**config.mk**
```make
export PLATFORM = sky130hd
export DESIGN_NAME = decode_stage
export DESIGN_NICKNAME = d
export VERILOG_FILES = /design/src/rtl/decode_stage.sv
export SDC_FILE = /design/constraint.sdc
export NUM_CORES = 1
export LEC_CHECK = 0
export ABC_AREA = 1
export ABC_CLOCK_PERIOD_IN_PS = 8100
export CELL_PAD_IN_SITES_DETAIL_PLACEMENT = 1
export CELL_PAD_IN_SITES_GLOBAL_PLACEMENT = 2
export CORE_ASPECT_RATIO = 1.5
export CORE_MARGIN = 2
export CORE_UTILIZATION = 35
export DETAILED_ROUTE_END_ITERATION = 10
export GPL_TIMING_DRIVEN = 1
export PLACE_DENSITY_LB_ADDON = 0.08
export SETUP_SLACK_MARGIN = 0.5
export SYNTH_ARGS = -nofsm -noshare
export SYNTH_HDL_FRONTEND = slang
export SYNTH_SLANG_ARGS = --single-unit
```
**constraint.sdc**
```tcl
create_clock -name Clk_i -period 8.1 [get_ports Clk_i]
set_input_delay 0.81 -clock Clk_i [delete_from_list [all_inputs] [get_ports Clk_i]]
set_output_delay 0.81 -clock Clk_i [all_outputs]
set_load 0.05 [all_outputs]
```
**src/rtl/decode_stage.sv**
```systemverilog
// RV32I decode stage: combinational decode of the fetched word into a DEPTH-entry FIFO of bundles.
// Define DECODE_MEXT_EN to accept M-extension OP encodings (funct7=0000001).
module decode_stage #(
  parameter int unsigned DEPTH = 2,
  parameter int unsigned PC_W  = 32
) (
  input  logic            Clk_i,
  input  logic            Rst_i,
  input  logic            Flush_i,
  input  logic            InstrValid_i,
  output logic            InstrReady_o,
  input  logic [31:0]     Instr_i,
  input  logic [PC_W-1:0] Pc_i,
  output logic            DecValid_o,
  input  logic            DecReady_i,
  output logic [PC_W-1:0] Pc_o,
  output logic [4:0]      Rs1_o,
  output logic [4:0]      Rs2_o,
  output logic [4:0]      Rd_o,
  output logic [31:0]     IMM_o,
  output logic [2:0]      Branch_o,
  output logic            RegWrite_en_o,
  output logic            MemWrite_en_o,
  output logic            Mem2Reg_o,
  output logic [2:0]      MemOP_o,
  output logic            ALU_Asrc_o,
  output logic [1:0]      ALU_Bsrc_o,
  output logic [3:0]      ALUctr_o,
  output logic            MulDiv_o,
  output logic            Illegal_o,
  output logic [15:0]     IllegalCnt_o
);

  localparam int unsigned AW = $clog2(DEPTH);
  localparam logic [AW:0] FULL_CNT = (AW+1)'(DEPTH);

  localparam logic [3:0] ALU_OP_ADD  = 4'b0000;
  localparam logic [3:0] ALU_OP_SLL  = 4'b0001;
  localparam logic [3:0] ALU_OP_SLT  = 4'b0010;
  localparam logic [3:0] ALU_OP_SLTU = 4'b0011;
  localparam logic [3:0] ALU_OP_XOR  = 4'b0100;
  localparam logic [3:0] ALU_OP_SRL  = 4'b0101;
  localparam logic [3:0] ALU_OP_OR   = 4'b0110;
  localparam logic [3:0] ALU_OP_AND  = 4'b0111;
  localparam logic [3:0] ALU_OP_SUB  = 4'b1000;
  localparam logic [3:0] ALU_OP_SRA  = 4'b1101;
  localparam logic [3:0] ALU_OP_LUI  = 4'b1111;

  localparam logic       ALU_ASRC_REG = 1'b0;
  localparam logic       ALU_ASRC_PC  = 1'b1;
  localparam logic [1:0] ALU_BSRC_REG = 2'b00;
  localparam logic [1:0] ALU_BSRC_IMM = 2'b01;
  localparam logic [1:0] ALU_BSRC_4   = 2'b10;

  localparam logic [2:0] BRANCH_DISABLE = 3'b000;
  localparam logic [2:0] BRANCH_JAL     = 3'b010;
  localparam logic [2:0] BRANCH_JALR    = 3'b011;

  localparam logic [6:0] OPC_LUI    = 7'b0110111;
  localparam logic [6:0] OPC_AUIPC  = 7'b0010111;
  localparam logic [6:0] OPC_JAL    = 7'b1101111;
  localparam logic [6:0] OPC_JALR   = 7'b1100111;
  localparam logic [6:0] OPC_BRANCH = 7'b1100011;
  localparam logic [6:0] OPC_LOAD   = 7'b0000011;
  localparam logic [6:0] OPC_STORE  = 7'b0100011;
  localparam logic [6:0] OPC_OPIMM  = 7'b0010011;
  localparam logic [6:0] OPC_OP     = 7'b0110011;

  typedef struct packed {
    logic [PC_W-1:0] pc;
    logic [4:0]      rs1;
    logic [4:0]      rs2;
    logic [4:0]      rd;
    logic [31:0]     imm;
    logic [2:0]      branch;
    logic            regwrite;
    logic            memwrite;
    logic            mem2reg;
    logic [2:0]      memop;
    logic            asrc;
    logic [1:0]      bsrc;
    logic [3:0]      aluctr;
    logic            muldiv;
    logic            illegal;
  } bundle_t;

  logic [6:0]  w_opcode;
  logic [2:0]  w_funct3;
  logic [6:0]  w_funct7;
  logic [31:0] w_imm_i;
  logic [31:0] w_imm_s;
  logic [31:0] w_imm_b;
  logic [31:0] w_imm_u;
  logic [31:0] w_imm_j;
  logic [3:0]  w_alu_f3;
  logic        w_illegal;
  bundle_t     w_dec;

  assign w_opcode = Instr_i[6:0];
  assign w_funct3 = Instr_i[14:12];
  assign w_funct7 = Instr_i[31:25];

  assign w_imm_i = {{20{Instr_i[31]}}, Instr_i[31:20]};
  assign w_imm_s = {{20{Instr_i[31]}}, Instr_i[31:25], Instr_i[11:7]};
  assign w_imm_b = {{19{Instr_i[31]}}, Instr_i[31], Instr_i[7], Instr_i[30:25],
                    Instr_i[11:8], 1'b0};
  assign w_imm_u = {Instr_i[31:12], 12'h000};
  assign w_imm_j = {{11{Instr_i[31]}}, Instr_i[31], Instr_i[19:12], Instr_i[20],
                    Instr_i[30:21], 1'b0};

  always_comb begin
    unique case (w_funct3)
      3'b000:  w_alu_f3 = ALU_OP_ADD;
      3'b001:  w_alu_f3 = ALU_OP_SLL;
      3'b010:  w_alu_f3 = ALU_OP_SLT;
      3'b011:  w_alu_f3 = ALU_OP_SLTU;
      3'b100:  w_alu_f3 = ALU_OP_XOR;
      3'b101:  w_alu_f3 = ALU_OP_SRL;
      3'b110:  w_alu_f3 = ALU_OP_OR;
      default: w_alu_f3 = ALU_OP_AND;
    endcase
  end

  always_comb begin
    w_dec          = '0;
    w_dec.pc       = Pc_i;
    w_dec.rs1      = Instr_i[19:15];
    w_dec.rs2      = Instr_i[24:20];
    w_dec.rd       = Instr_i[11:7];
    w_dec.branch   = BRANCH_DISABLE;
    w_dec.asrc     = ALU_ASRC_REG;
    w_dec.bsrc     = ALU_BSRC_REG;
    w_dec.aluctr   = ALU_OP_ADD;
    w_illegal      = 1'b0;
    case (w_opcode)
      OPC_LUI: begin
        w_dec.imm      = w_imm_u;
        w_dec.aluctr   = ALU_OP_LUI;
        w_dec.regwrite = 1'b1;
      end
      OPC_AUIPC: begin
        w_dec.imm      = w_imm_u;
        w_dec.asrc     = ALU_ASRC_PC;
        w_dec.bsrc     = ALU_BSRC_IMM;
        w_dec.regwrite = 1'b1;
      end
      OPC_JAL: begin
        w_dec.imm      = w_imm_j;
        w_dec.asrc     = ALU_ASRC_PC;
        w_dec.bsrc     = ALU_BSRC_4;
        w_dec.branch   = BRANCH_JAL;
        w_dec.regwrite = 1'b1;
      end
      OPC_JALR: begin
        w_dec.imm      = w_imm_i;
        w_dec.asrc     = ALU_ASRC_PC;
        w_dec.bsrc     = ALU_BSRC_4;
        w_dec.branch   = BRANCH_JALR;
        w_dec.regwrite = 1'b1;
        w_illegal      = (w_funct3 != 3'b000);
      end
      OPC_BRANCH: begin
        w_dec.imm    = w_imm_b;
        w_dec.branch = w_funct3;
        w_illegal    = (w_funct3 == 3'b010) || (w_funct3 == 3'b011);
      end
      OPC_LOAD: begin
        w_dec.imm      = w_imm_i;
        w_dec.bsrc     = ALU_BSRC_IMM;
        w_dec.mem2reg  = 1'b1;
        w_dec.memop    = w_funct3;
        w_dec.regwrite = 1'b1;
        w_illegal      = (w_funct3 == 3'b011) || (w_funct3[2:1] == 2'b11);
      end
      OPC_STORE: begin
        w_dec.imm      = w_imm_s;
        w_dec.bsrc     = ALU_BSRC_IMM;
        w_dec.memwrite = 1'b1;
        w_dec.memop    = w_funct3;
        w_illegal      = (w_funct3 > 3'b010);
      end
      OPC_OPIMM: begin
        w_dec.imm      = w_imm_i;
        w_dec.bsrc     = ALU_BSRC_IMM;
        w_dec.regwrite = 1'b1;
        w_dec.aluctr   = (w_funct3 == 3'b101 && Instr_i[30]) ? ALU_OP_SRA : w_alu_f3;
        if (w_funct3 == 3'b001) begin
          w_illegal = (w_funct7 != 7'b0000000);
        end else if (w_funct3 == 3'b101) begin
          w_illegal = (w_funct7 != 7'b0000000) && (w_funct7 != 7'b0100000);
        end
      end
      OPC_OP: begin
        w_dec.bsrc     = ALU_BSRC_REG;
        w_dec.regwrite = 1'b1;
        if (w_funct7 == 7'b0000000) begin
          w_dec.aluctr = w_alu_f3;
        end else if (w_funct7 == 7'b0100000 && w_funct3 == 3'b000) begin
          w_dec.aluctr = ALU_OP_SUB;
        end else if (w_funct7 == 7'b0100000 && w_funct3 == 3'b101) begin
          w_dec.aluctr = ALU_OP_SRA;
`ifdef DECODE_MEXT_EN
        end else if (w_funct7 == 7'b0000001) begin
          // Multiply/divide unit selects its operation from funct3 carried on MemOP.
          w_dec.muldiv = 1'b1;
          w_dec.aluctr = ALU_OP_ADD;
          w_dec.memop  = w_funct3;
`endif
        end else begin
          w_illegal = 1'b1;
        end
      end
      default: w_illegal = 1'b1;
    endcase
    if (w_illegal) begin
      w_dec.regwrite = 1'b0;
      w_dec.memwrite = 1'b0;
      w_dec.branch   = BRANCH_DISABLE;
      w_dec.aluctr   = 4'b0000;
    end
    w_dec.illegal = w_illegal;
  end

  bundle_t       r_mem [DEPTH];
  logic [AW-1:0] r_wptr;
  logic [AW-1:0] r_rptr;
  logic [AW:0]   r_count;
  logic [15:0]   r_ill_cnt;
  logic          w_full;
  logic          w_valid;
  logic          w_push;
  logic          w_pop;
  bundle_t       w_head;

  assign w_full       = (r_count == FULL_CNT);
  assign w_valid      = (r_count != '0);
  assign InstrReady_o = !Rst_i && !w_full;
  assign w_push       = InstrValid_i && InstrReady_o && !Flush_i;
  assign w_pop        = w_valid && DecReady_i && !Flush_i;

  always_ff @(posedge Clk_i or posedge Rst_i) begin
    if (Rst_i) begin
      r_wptr  <= '0;
      r_rptr  <= '0;
      r_count <= '0;
    end else if (Flush_i) begin
      r_wptr  <= '0;
      r_rptr  <= '0;
      r_count <= '0;
    end else begin
      if (w_push) r_wptr <= r_wptr + AW'(1);
      if (w_pop)  r_rptr <= r_rptr + AW'(1);
      case ({w_push, w_pop})
        2'b10:   r_count <= r_count + (AW+1)'(1);
        2'b01:   r_count <= r_count - (AW+1)'(1);
        default: r_count <= r_count;
      endcase
    end
  end

  always_ff @(posedge Clk_i) begin
    if (w_push) r_mem[r_wptr] <= w_dec;
  end

  always_ff @(posedge Clk_i or posedge Rst_i) begin
    if (Rst_i) begin
      r_ill_cnt <= '0;
    end else if (w_push && w_dec.illegal && r_ill_cnt != 16'hFFFF) begin
      r_ill_cnt <= r_ill_cnt + 16'd1;
    end
  end

  assign w_head = w_valid ? r_mem[r_rptr] : '0;

  assign DecValid_o    = w_valid;
  assign Pc_o          = w_head.pc;
  assign Rs1_o         = w_head.rs1;
  assign Rs2_o         = w_head.rs2;
  assign Rd_o          = w_head.rd;
  assign IMM_o         = w_head.imm;
  assign Branch_o      = w_head.branch;
  assign RegWrite_en_o = w_head.regwrite;
  assign MemWrite_en_o = w_head.memwrite;
  assign Mem2Reg_o     = w_head.mem2reg;
  assign MemOP_o       = w_head.memop;
  assign ALU_Asrc_o    = w_head.asrc;
  assign ALU_Bsrc_o    = w_head.bsrc;
  assign ALUctr_o      = w_head.aluctr;
  assign MulDiv_o      = w_head.muldiv;
  assign Illegal_o     = w_head.illegal;
  assign IllegalCnt_o  = r_ill_cnt;

endmodule
```
==> results_dict.tcl <==
set metrics [dict create \
    outcome "complete, no violations" \
    vias 6728 \
    comb_power_share_pct 39.2 \
    report.final.hold_viol_count 0 \
    io-pin-count 184 \
    totalWireLength_um 24900 \
    first_pass_iters 4 \
    initial_core_util_pct 35.5 \
    finalNetCount 1101 \
    die_h_um 202 \
    rrSetupSlack_ns 4.99 \
    leakage_nw 4.49 \
    slowest_delay_ns 0.84 \
    pwr-share-seq_pct 33.7 \
    cp-start-kind "register" \
    synth_nets 928 \
    switching_share_pct 40.3 \
    grt_pass1_wl_um 38900 \
    tritoncts "built" \
    wire_per_inst_um 18.1 \
    antenna_found_initial 0 \
    grt_pass1_vias 7067 \
    grt_max_degree 77 \
    syn_inst 858 \
    drt-initial-drc-count 364 \
    yosysUniqueCellTypes 40 \
    fin_crit_sh_pct 52.8 \
    place_hpwl_um 16400 \
    overflow 0 \
    yosysWarnings 0 \
    hp-class "register to register" \
    grt_setup_unrepaired "false" \
    yosysTopAreaCell "edfxtp_1" \
    layout-drive-gt1-share_pct 6.31 \
    syn-cell-area_um2 9160 \
    cts.clk_slew.worst_paths_ns 0.07 \
    drc 0 \
    cts_root_buf "clkbuf_16" \
    synth_seq_cells 212 \
    vdd_drop_max_mv 0.190 \
    final.min_clock_period_ns 4.28 \
    worstSkewPairLatency_ns 0.50 \
    crit_chain "clkinv_2, buf_4, nand2_1, a21oi_1, clkdlybuf4s50_1" \
    diodes 0 \
    finClkSkew_ns 0.0132 \
    nFillCells 2840 \
    clock.fmax_mhz 234 \
    cts_setup_buffers 0 \
    power.density_nw_per_um2 316 \
    ys_seq_area_share_pct 68.4 \
    fin_setup_tns_ns 0 \
    final-setup-viol-count 0 \
    required_ns 7.29 \
    criticalPathCategory "register to output port" \
    cts-htree-levels 1 \
    clock_power_share_pct 27.1 \
    clock_path_buffers 3 \
    ant_nets 0 \
    cts_sinks 212 \
    synth.area.top_cells "edfxtp_1 (63%), nand2_1 (12%), dfrtp_1 (5.5%)" \
    core_um2 25800 \
    syn_avg_cell_area_um2 10.7 \
    io_buffers 182 \
    crit_path_end_kind "output port" \
    netlist.area_leader.share_pct 63.0 \
    via_per_inst 4.88 \
    hold_buffers 0 \
    worst_pin_slew_ns 0.969 \
    area_delta_synth_final_pct 31.4 \
    gp_congestion 0.806 \
    path_max_fanout 51 \
    slowest_stage "clkdlybuf4s50_1" \
    die_w_um 136 \
    finalMaxSlewViolations 0 \
    critical_path.top_delay_family "buffers and inverters" \
    hold_ws_ns 0.541 \
    num_rows 72 \
    cts_inserted_buffers 22 \
    cap_violations 0 \
    critPathArrivalTime_ns 3.47 \
    power.internal_mw 2.27 \
    grt_usage_pct 18.1 \
    relSlewSlack_pct 35.4 \
    die_area_um2 27500 \
    cts_resized 0 \
    switchingPower_mw 1.53 \
    timing.critical_path.buf_inv 3 \
]
-- routing by layer --
metal	part of all wire, %	up-vias	wire length, um	GRT usage (%)
met5	0	-	0	0
met4	1.4	0	337	3.79
met3	4.2	20	1040	2.43
met2	52	153	13100	32.5
met1	42	3301	10500	23.0
li1	-	3254	-	-
-- registers in the layout, indices dropped and copies added (netlist names) --
signal	cells
r_wptr	1
r_count	2
r_rptr	1
IllegalCnt_o	16
r_mem	192
-- cell usage in the layout (no fill, tap or decap), types with 5 or more instances in the layout --
cell type        netlist  routed
clkbuf_16              0      23
buf_4                  3       6
nand2_2                6       6
o21ai_0               25      25
xnor2_1                5       5
clkinv_1               0       5
nor2_4                 2       5
a21oi_1               99      99
nor2_1                44      41
nand2_1              294     294
xor2_1                 7       7
dfrtp_1               20      19
inv_1                 50      50
nand3_1               39      39
edfxtp_1             192     192
clkdlybuf4s50_1        0     182
-- Yosys cell counts, drive strengths merged --
master	n
nor2	50
clkbuf	26
o22ai	1
o211ai	1
nand2	301
inv	53
o31ai	2
nor4	1
nand3	42
nand3b	1
ha	1
buf	13
a31oi	2
conb	1
o21bai	3
xnor2	5
dfrtp	20
a21oi	100
o21ai	27
o221ai	1
xor2	7
nand4	2
nor3	5
a21boi	1
edfxtp	192
-- final timing paths --
| check | to | cells past startpoint | from |
|---|---|---|---|
| min in group asynchronous | IllegalCnt_o[10] | 2 | Rst_i |
| max in group asynchronous | r_rptr | 2 | Rst_i |
| max reg2reg | r_mem[1][7] | 5 | r_count[0] |
| min reg2reg | IllegalCnt_o[4] | 2 | IllegalCnt_o[4] |
| min | IllegalCnt_o[4] | 2 | IllegalCnt_o[4] |
| max | Pc_o[31] | 5 | r_rptr |
-- stage by stage --
stage	setup WS (ns)	area [um^2]	total power, mW	utilization, %	std cells
after floorplan	1.86	9160	2.28	-	858
after global placement	4.18	11300	2.82	43.8	1340
after detailed placement	4.16	11300	2.83	43.8	1340
after CTS	3.68	12000	3.87	46.7	1379
after global routing	3.55	12000	3.97	46.7	1379
final	3.82	12000	3.81	46.7	1379
-- cell families (layout without fill, tap and decap cells) --
| family | after synthesis | after routing | synth area share (%) |
|---|---|---|---|
| simple gates | 402 | 402 | 18.1 |
| other cells | 1 | 1 | 0.0409 |
| xor+xnor | 12 | 12 | 1.15 |
| buf+inv | 92 | 280 | 4.08 |
| compound gates | 138 | 138 | 8.06 |
| fa+ha+maj | 1 | 1 | 0.137 |
| flops | 212 | 212 | 68.4 |
-- area by class of cell --
class	count	area [um^2]	share of cell area, %
Multi-Input combinational cell	554	2540	21.1
Clock inverter	14	155	1.29
Sequential cell	212	6270	52.1
Tap cell	333	417	3.46
Timing Repair Buffer	188	1870	15.5
Clock buffer	25	583	4.85
Inverter	53	200	1.66
-- worst min-delay path, cell delays in order (launching register included) --
cell	delay [ns]
dfrtp_1	0.39
nand2_1	0.07
nand2_1	0.05
-- power groups by stage --
| stage | Sequential [mW] | Clock, mW | Combinational (mW) |
|---|---|---|---|
| finish | 1.28 | 1.03 | 1.49 |
| CTS | 1.28 | 1.06 | 1.52 |
| global placement | 1.30 | 0 | 1.52 |
| global route | 1.29 | 1.10 | 1.58 |
| floorplan | 1.33 | 0 | 0.953 |
| detailed placement | 1.31 | 0 | 1.52 |
Note: power is estimated with default switching activity, not from simulation.
